### src/rtl/router_pkg.sv
// Shared constants and FSM state type for the router arbiter slice.
// Latency: n/a (declarations only).
// Backpressure: n/a (declarations only).
//
// Contents:
//   NUM_DST  number of router destination ports
//   DST_W    width of a destination index
//   state_t  arbiter FSM state {IDLE, LOCKED}
package router_pkg;

  localparam int NUM_DST = 4;
  localparam int DST_W   = 2;

  // IDLE: round-robin arbitration among eligible requesters.
  // LOCKED: a multi-beat packet owns the router until its last beat.
  typedef enum logic {
    IDLE   = 1'b0,
    LOCKED = 1'b1
  } state_t;

endpackage

### src/rtl/rr_pick.sv
// Round-robin picker: first set bit of elig searching upward from ptr+1, wrapping.
// Latency: purely combinational, 0 cycles.
// Backpressure: none; found=0 simply means no candidate this cycle.
//
// Ports:
//   elig   [N-1:0]   candidate mask, bit i set when requester i may be granted
//   ptr    [IW-1:0]  index of the most recent winner (highest current priority is ptr+1)
//   found            at least one bit of elig is set
//   index  [IW-1:0]  winning index, 0 when found=0
module rr_pick #(
  parameter  int N  = 4,
  localparam int IW = (N > 1) ? $clog2(N) : 1
) (
  input  logic [N-1:0]  elig,
  input  logic [IW-1:0] ptr,
  output logic          found,
  output logic [IW-1:0] index
);

  int          cand;
  logic [IW-1:0] cand_idx;

  // Walk offsets 1..N from ptr; the first hit is kept because later hits
  // are gated by found.  Offset N wraps back to ptr itself, so the previous
  // winner is served again only when nobody else is eligible.
  always_comb begin
    found    = 1'b0;
    index    = '0;
    cand     = 0;
    cand_idx = '0;
    for (int k = 1; k <= N; k++) begin
      cand = int'(ptr) + k;
      if (cand >= N) begin
        cand = cand - N;
      end
      cand_idx = IW'(cand);
      if (!found && elig[cand_idx]) begin
        found = 1'b1;
        index = cand_idx;
      end
    end
  end

endmodule

### src/rtl/router_arb.sv
// Packet arbiter: round-robin among requesters, holds the router for a whole packet.
// Latency: 1 cycle from accepted beat (valid & ready at an edge) to din/din_en.
// Backpressure: req_ready drops for any requester whose destination is busy; a locked
//               packet stalls (bubbles) while its destination is busy or its owner is idle.
//
// Ports:
//   clk, resetn          clock, asynchronous active-low reset
//   req_valid/ready      per-requester beat handshake (ready is combinational)
//   req_data/addr/last   per-requester payload, destination 0..3, end-of-packet flag
//   dst_busy             per-destination stall from the router
//   din/din_en/addr      registered beat to the router (all zero when no beat)
//   grant_id             registered index of the requester that sourced din
module router_arb
  import router_pkg::*;
#(
  parameter  int DATA_WIDTH = 32,
  parameter  int NUM_REQ    = 4,
  localparam int IW         = $clog2(NUM_REQ)
) (
  input  logic                          clk,
  input  logic                          resetn,
  input  logic [NUM_REQ-1:0]            req_valid,
  input  logic [NUM_REQ*DATA_WIDTH-1:0] req_data,
  input  logic [NUM_REQ*DST_W-1:0]      req_addr,
  input  logic [NUM_REQ-1:0]            req_last,
  output logic [NUM_REQ-1:0]            req_ready,
  input  logic [NUM_DST-1:0]            dst_busy,
  output logic [DATA_WIDTH-1:0]         din,
  output logic                          din_en,
  output logic [DST_W-1:0]              addr,
  output logic [IW-1:0]                 grant_id
);

  state_t              state_q, state_d;
  logic [IW-1:0]       ptr_q;
  logic [IW-1:0]       owner_q;
  logic [DST_W-1:0]    lock_addr_q;

  logic [DST_W-1:0]      addr_a [NUM_REQ];
  logic [DATA_WIDTH-1:0] data_a [NUM_REQ];
  logic [NUM_REQ-1:0]    elig;

  logic                win_found;
  logic [IW-1:0]       win_idx;

  logic                xfer;
  logic                xfer_last;
  logic [IW-1:0]       src_idx;
  logic [DST_W-1:0]    xfer_addr;

  // Unpack the flat per-requester buses and form the IDLE eligibility mask.
  for (genvar g = 0; g < NUM_REQ; g++) begin : g_req
    assign addr_a[g] = req_addr[g*DST_W +: DST_W];
    assign data_a[g] = req_data[g*DATA_WIDTH +: DATA_WIDTH];
    assign elig[g]   = req_valid[g] & ~dst_busy[addr_a[g]];
  end

  rr_pick #(
    .N (NUM_REQ)
  ) u_pick (
    .elig  (elig),
    .ptr   (ptr_q),
    .found (win_found),
    .index (win_idx)
  );

  // In LOCKED the owner's own req_addr is ignored; the destination latched
  // on the first beat steers every following beat of the packet.
  assign src_idx   = (state_q == IDLE) ? win_idx : owner_q;
  assign xfer_addr = (state_q == IDLE) ? addr_a[win_idx] : lock_addr_q;
  assign xfer      = |(req_valid & req_ready);
  assign xfer_last = req_last[src_idx];

  // ---------------------------------------------------------------------
  // FSM: state register
  // ---------------------------------------------------------------------
  always_ff @(posedge clk or negedge resetn) begin
    if (!resetn) begin
      state_q <= IDLE;
    end else begin
      state_q <= state_d;
    end
  end

  // ---------------------------------------------------------------------
  // FSM: next state
  // ---------------------------------------------------------------------
  always_comb begin
    state_d = state_q;
    case (state_q)
      IDLE: begin
        if (xfer && !xfer_last) begin
          state_d = LOCKED;
        end
      end
      LOCKED: begin
        if (xfer && xfer_last) begin
          state_d = IDLE;
        end
      end
      default: state_d = IDLE;
    endcase
  end

  // ---------------------------------------------------------------------
  // FSM: outputs (req_ready)
  // Derived only from state, valids, busies and addresses, never from
  // req_ready itself.  Forced to zero while reset is asserted.
  // ---------------------------------------------------------------------
  always_comb begin
    req_ready = '0;
    if (resetn) begin
      case (state_q)
        IDLE: begin
          if (win_found) begin
            req_ready[win_idx] = 1'b1;
          end
        end
        LOCKED: begin
          // Busy on any other destination is irrelevant here.
          req_ready[owner_q] = req_valid[owner_q] & ~dst_busy[lock_addr_q];
        end
        default: req_ready = '0;
      endcase
    end
  end

  // ---------------------------------------------------------------------
  // Arbitration context: priority pointer and packet lock
  // ---------------------------------------------------------------------
  always_ff @(posedge clk or negedge resetn) begin
    if (!resetn) begin
      ptr_q       <= IW'(NUM_REQ - 1);
      owner_q     <= '0;
      lock_addr_q <= '0;
    end else if (state_q == IDLE && xfer) begin
      // ptr only advances on a real grant; with no eligible requester it holds.
      ptr_q <= win_idx;
      if (!xfer_last) begin
        owner_q     <= win_idx;
        lock_addr_q <= addr_a[win_idx];
      end
    end
  end

  // ---------------------------------------------------------------------
  // Registered beat to the router; everything returns to zero on idle
  // cycles so downstream never sees stale payload or source ids.
  // ---------------------------------------------------------------------
  always_ff @(posedge clk or negedge resetn) begin
    if (!resetn) begin
      din      <= '0;
      din_en   <= 1'b0;
      addr     <= '0;
      grant_id <= '0;
    end else if (xfer) begin
      din      <= data_a[src_idx];
      din_en   <= 1'b1;
      addr     <= xfer_addr;
      grant_id <= src_idx;
    end else begin
      din      <= '0;
      din_en   <= 1'b0;
      addr     <= '0;
      grant_id <= '0;
    end
  end

endmodule

### config.mk
export PLATFORM = sky130hd
export DESIGN_NAME = router_arb
export DESIGN_NICKNAME = d
export VERILOG_FILES = /design/src/rtl/router_pkg.sv /design/src/rtl/rr_pick.sv /design/src/rtl/router_arb.sv
export SDC_FILE = /design/constraint.sdc
export NUM_CORES = 1
export LEC_CHECK = 0
export ABC_AREA = 0
export CAP_MARGIN = 20
export CELL_PAD_IN_SITES_DETAIL_PLACEMENT = 1
export CELL_PAD_IN_SITES_GLOBAL_PLACEMENT = 1
export CORE_UTILIZATION = 29
export DETAILED_ROUTE_END_ITERATION = 10
export GPL_TIMING_DRIVEN = 0
export PLACE_DENSITY_LB_ADDON = 0.1
export SYNTH_ARGS = -nofsm -noshare
export SYNTH_HDL_FRONTEND = slang
export SYNTH_SLANG_ARGS = --single-unit
### constraint.sdc
create_clock -name clk -period 7.8 [get_ports clk]
set_input_delay 1.95 -clock clk [delete_from_list [all_inputs] [get_ports clk]]
set_output_delay 1.95 -clock clk [all_outputs]
set_load 0.05 [all_outputs]
* Yosys cells after proc, flatten, opt, wreduce, memory -nomap -nowiden
Cells that the tools add are included.
** Word-level totals
- Register bits :: 44
- Output and inout port bits :: 41
- Word-level logic and storage cells :: 122
** Cells by class
- Add/subtract/negate cells :: 8
- Order comparisons :: 20
- Multiplexer cells :: 56
- Bitwise operators :: 16
- Reduce and logical (&&, ||, !) cells :: 14
** Operator list (number)
- $mux 32 :: 3
- $bmux 32 s2 :: 1
- $lt 2x3->1 const B :: 12
- $mux 2 :: 14
- $bmux 1 s2 :: 11
- $mux 1 :: 20
- $ge 3x3->1 const B :: 5
- $and 4x4->4 :: 2
- $logic_and 1x1->1 :: 8
- $mux 4 :: 2
- $pmux 4 s2 :: 1
- $sub 2x1->2 const B :: 4
- $not 1->1 :: 7
- $add 2x2->3 const B :: 2
- $not 2->3 :: 2
- $and 1x1->1 :: 5
- $add 2x3->4 const B :: 1
- $bmux 2 s2 :: 1
- $demux 1 s2 :: 2
- $ge 2x1->1 const B :: 2
- $ge 4x3->1 const B :: 1
- $logic_not 1->1 :: 4
- $reduce_or 4->1 :: 1
- $add 2x1->3 const B :: 1
- 2 further kinds :: 2

* Longest topological paths before layout
- Word-level depth :: 28
- Mapped depth :: 10

* Modules after synthesis
A second synthesis with hierarchy kept.
** Second synthesis, totals
- Cell total of the unflattened synthesis :: 210
- Area, all modules :: 2844.0 µm²
** By module, submodules not included
- router_arb :: instances 1, cells an instance 196, area each 2752.6 µm², seq. area each 1103.6 µm²
- rr_pick :: instances 1, cells an instance 14, area each 91.3 µm², seq. area each 0.0 µm²

* Worst setup path after synthesis
No wires, ideal clock.
- Path kind :: input-to-output
- Start point :: input req_addr[3]
- End point :: output req_ready[1]
- Data arrival time :: 3.852 ns
- Data required time :: 5.850 ns
- Path slack :: 1.998 ns
- Stages on the path :: 6
- Cell sequence :: mux2_4 -> o32ai_1 -> a21o_1 -> nor2_2 -> o32a_1 -> nor2_1
** Between the ends
- Word-level cells in the longest chain between the ends :: 23
- Elaborated cells between the ends (all ways) :: 34
** RTL lines
- start, declared :: RTL line router_arb.sv:24 : input logic [NUM_REQ*DST_W-1:0] req_addr,
- $bmux 1 s2 (*) :: RTL line router_arb.sv:55 : assign elig[g] = req_valid[g] & ~dst_busy[addr_a[g]];
- $mux 1 (not written as such) (*) :: RTL line router_arb.sv:55
- $not 1->1 (*) :: RTL line router_arb.sv:55
- $and 1x1->1 (*) :: RTL line router_arb.sv:55
- $bmux 1 s2 :: RTL line rr_pick.sv:37 : if (!found && elig[cand_idx]) begin
- $mux 1 (not written as such) :: RTL line rr_pick.sv:37
- $mux 1 :: RTL line rr_pick.sv:37
- $logic_not 1->1 :: RTL line rr_pick.sv:37
- [7 not listed]
- $mux 2 :: RTL line rr_pick.sv:37
- $lt 2x3->1 (not written as such) / $ge 2x1->1 (equally long branches) :: RTL line router_arb.sv:116 : req_ready[win_idx] = 1'b1;
- $logic_and 1x1->1 (not written as such) :: RTL line router_arb.sv:116
- $mux 1 (not written as such) :: RTL line router_arb.sv:116
- $demux 1 s2 :: RTL line router_arb.sv:116
- $mux 4 (*) :: RTL line router_arb.sv:115 : if (win_found) begin
- $pmux 4 s2 (*) :: RTL line router_arb.sv:113 : case (state_q)
- $mux 4 (*) :: RTL line router_arb.sv:112 : if (resetn) begin
- end, declared :: RTL line router_arb.sv:26 : output logic [NUM_REQ-1:0] req_ready,
Every way passes the cells marked *; elsewhere a longest branch is shown, timed or not. The select of a mux whose other input is x is not followed.

* Final worst setup path
Ends and elaborated chain as after synthesis.

==> metrics.cfg <==
[global_route]
grt_start_max_net_pins=29
grt_pass1_wl_um=15900
gr-usage-all-layers_pct=19.2
grt-ovfl-total=0
number_of_global_route_vias_before_repair=3161
antenna_found_initial=0

[logic_synthesis]
yosysSeqAreaShare_pct=36.8
ys_async_sr_fraction_pct=100
synth_cells=238
synth_warnings=0
synth_enable_flop_cells=0
flip_flop_and_latch_count_after_synthesis=44
synth_ff_type=sky130_fd_sc_hd__dfrtp_1
synth_cell_type_count=60
syn-cell-area_um2=3000
synth.net_count=388
avgSynthCellArea_um2=12.6

[floorplanning]
horizontal_die_dimension_um=104
design.core.area_um2=9910
floorplan.io_pins=191
die_height_um=104
die_area_um2=10700
start_util_pct=30.3
placementRows=36

[finish]
count_of_fill_cells_added_during_filler_insertion=1055
nets=586
final_common_cell=sky130_fd_sc_hd__clkdlybuf4s50_1
flow.area_growth_from_synthesis_pct=73.1
mostFrequentLayoutCells=189 x sky130_fd_sc_hd__clkdlybuf4s50_1, 42 x sky130_fd_sc_hd__dfrtp_1, 34 x sky130_fd_sc_hd__mux4_2
share_of_cells_above_drive_strength_1_pct=17.2
final-seq-area_um2=1100
num_antenna_cells=0
multi_input_comb_area_um2=1760

[detailed_routing]
drt_drc_violations_left=0
drtPass1Iterations=4
wl_per_cell_um=17.6
detail-route-antenna-nets=0
detailedRoute.firstIterationViolations=80
routed_wl_um=10000
dr_total_vias=2845
viasPerCell=4.99

[clocking]
postCtsResizedCells=0
numClockSinks=44
h-tree-depth=2
postCtsSetupBuffers=0
cts_max_path_buffers=2
hold_buffers=0
cts_inserted_buffers=5
clk-insertion-delay-late_ps=290
ctsRootBufferMaster=sky130_fd_sc_hd__clkbuf_8
clock_tree_from_tritoncts=built
cts.clk_slew.worst_paths_ps=80

[worst_setup_path]
critical_path.slowest_cell=sky130_fd_sc_hd__clkdlybuf4s50_1
cp_data_arrival_time_ps=4900
critPathMaxFanout=5
worstPathRequired_ps=5850
critical_path_class=input port to output port
worst_setup_path_start_kind=input port
worstPathCellList=clkdlybuf4s50_1 -> mux2_4 -> o32ai_1 -> a21o_1 -> nor2_2 -> o32a_1 -> nor2_1 -> clkdlybuf4s50_1
crit_path_frequent_cell=sky130_fd_sc_hd__clkdlybuf4s50_1
endpoint_kind=output port
slowest_stage_delay_cp_ps=810

[timing]
max_freq_ghz=0.146
timing.final.max_slew_violations=0
final-hold-violation-count=0
worstMarginPinSlew_ps=562
fin_crit_ps=6850
report.final.setup_viol=0
postLayoutSetupSlackWorst_ps=955
final.setup_skew_ps=4.78
timing.max_slew.rel_slack_pct=62.4
share_of_the_clock_period_used_by_the_worst_path_after_layout_pct=87.8
grt_setup_unrepaired=false
setup_total_negative_slack_ps=0

[hold_path]
min-delay-path-class=register to register

[power_and_ir_drop]
powerDensity_nw_per_um2=332
leakage_nw=2.07
ir_drop_v=0.000132

[place]
place.gp.congestion=0.816
dp_hpwl_um=8680
numPortBuffers=190
dp_worst_setup_slack_ps=976

[run_status]
outcome=complete, no violations

[flow_run]
cap_viol_max_count=0

[Yosys cell counts, types with 3 or more instances]
library cell	count	area, µm²
sky130_fd_sc_hd__buf_2	3	15.0
sky130_fd_sc_hd__mux4_2	34	766
sky130_fd_sc_hd__a21oi_1	7	35.0
sky130_fd_sc_hd__dfrtp_1	42	1050
sky130_fd_sc_hd__o21ai_0	5	25.0
sky130_fd_sc_hd__o22ai_1	3	18.8
sky130_fd_sc_hd__nor2_1	9	33.8
sky130_fd_sc_hd__mux2_4	3	45.0
sky130_fd_sc_hd__and2_1	33	206
sky130_fd_sc_hd__clkbuf_1	4	15.0
sky130_fd_sc_hd__inv_1	9	33.8
sky130_fd_sc_hd__nand2_1	11	41.3
sky130_fd_sc_hd__mux2i_1	5	50.1
sky130_fd_sc_hd__nand3_1	12	60.1
sky130_fd_sc_hd__mux2_2	4	45.0
[report_power, final]
| group | internal [mW] | switching [mW] |
|---|---|---|
| combinational | 0.540 | 0.646 |
| clock | 0.0951 | 0.0770 |
| sequential | 0.325 | 0.0418 |
| total | 0.960 | 0.765 |
[area by class of cell]
class	instances	area share, %
buffer	13	1.83
clock buffer	6	1.40
clock inverter	2	0.675
inverter	10	0.723
multi-input combinational	171	34.0
sequential	44	21.3
tap	133	3.21
timing repair buffer	191	36.9
[registers in the layout, indices dropped and copies added (netlist names), named ones only]
name and count:
addr 2, din_en 1, ptr_q 2, owner_q 2, lock_addr_q 2, grant_id 2, din 32
[kinds of logic (layout without fill, tap and decap cells)]
logic type | after synthesis | in the layout | share of synthesized area [%]
AND/OR/NAND/NOR | 79 | 79 | 15.0
buffers and inverters | 23 | 222 | 4.42
AO/OA/AOI/OAI | 45 | 45 | 13.1
flip-flops | 44 | 44 | 36.8
multiplexers | 47 | 47 | 30.6
[critical path: cells and delay by family]
family                 cells  cell delay, ps
AND/OR/NAND/NOR            2             170
AO/OA/AOI/OAI              3            1090
buffers and inverters      2            1340
multiplexers               1             330
[final timing paths]
check	from	end	slack, ps	cells past startpoint
max	req_addr[3]	req_ready[1]	950	8
min	lock_addr_q[1]	lock_addr_q[1]	570	2
max reg2reg	ptr_q[1]	owner_q[1]	4630	8
min reg2reg	lock_addr_q[1]	lock_addr_q[1]	570	2
max in group asynchronous	resetn	ptr_q[0]	5620	2
min in group asynchronous	resetn	owner_q[1]	1600	1
[metal layers]
layer / share of wire (%) / routed length (µm) / GRT usage, %
met2: 55 / 5530 / 37.2
met4: 1.4 / 136 / 5.00
met1: 35 / 3540 / 19.6
met5: 0 / 0 / 0
met3: 8.2 / 825 / 6.10
[stage by stage]
step	power (mW)	area [µm²]	utilization, %	cells	hold slack [ps]
5_1_grt	1.83	5190	52.4	570	588
4_1_cts	1.75	5190	52.4	570	575
3_5_place_dp	1.58	5080	51.3	562	563
3_3_place_gp	1.56	5070	51.1	561	563
6_report	1.72	5190	52.4	570	568
2_1_floorplan	1.19	3000	-	238	512
Note: power is estimated with default switching activity, not from simulation.
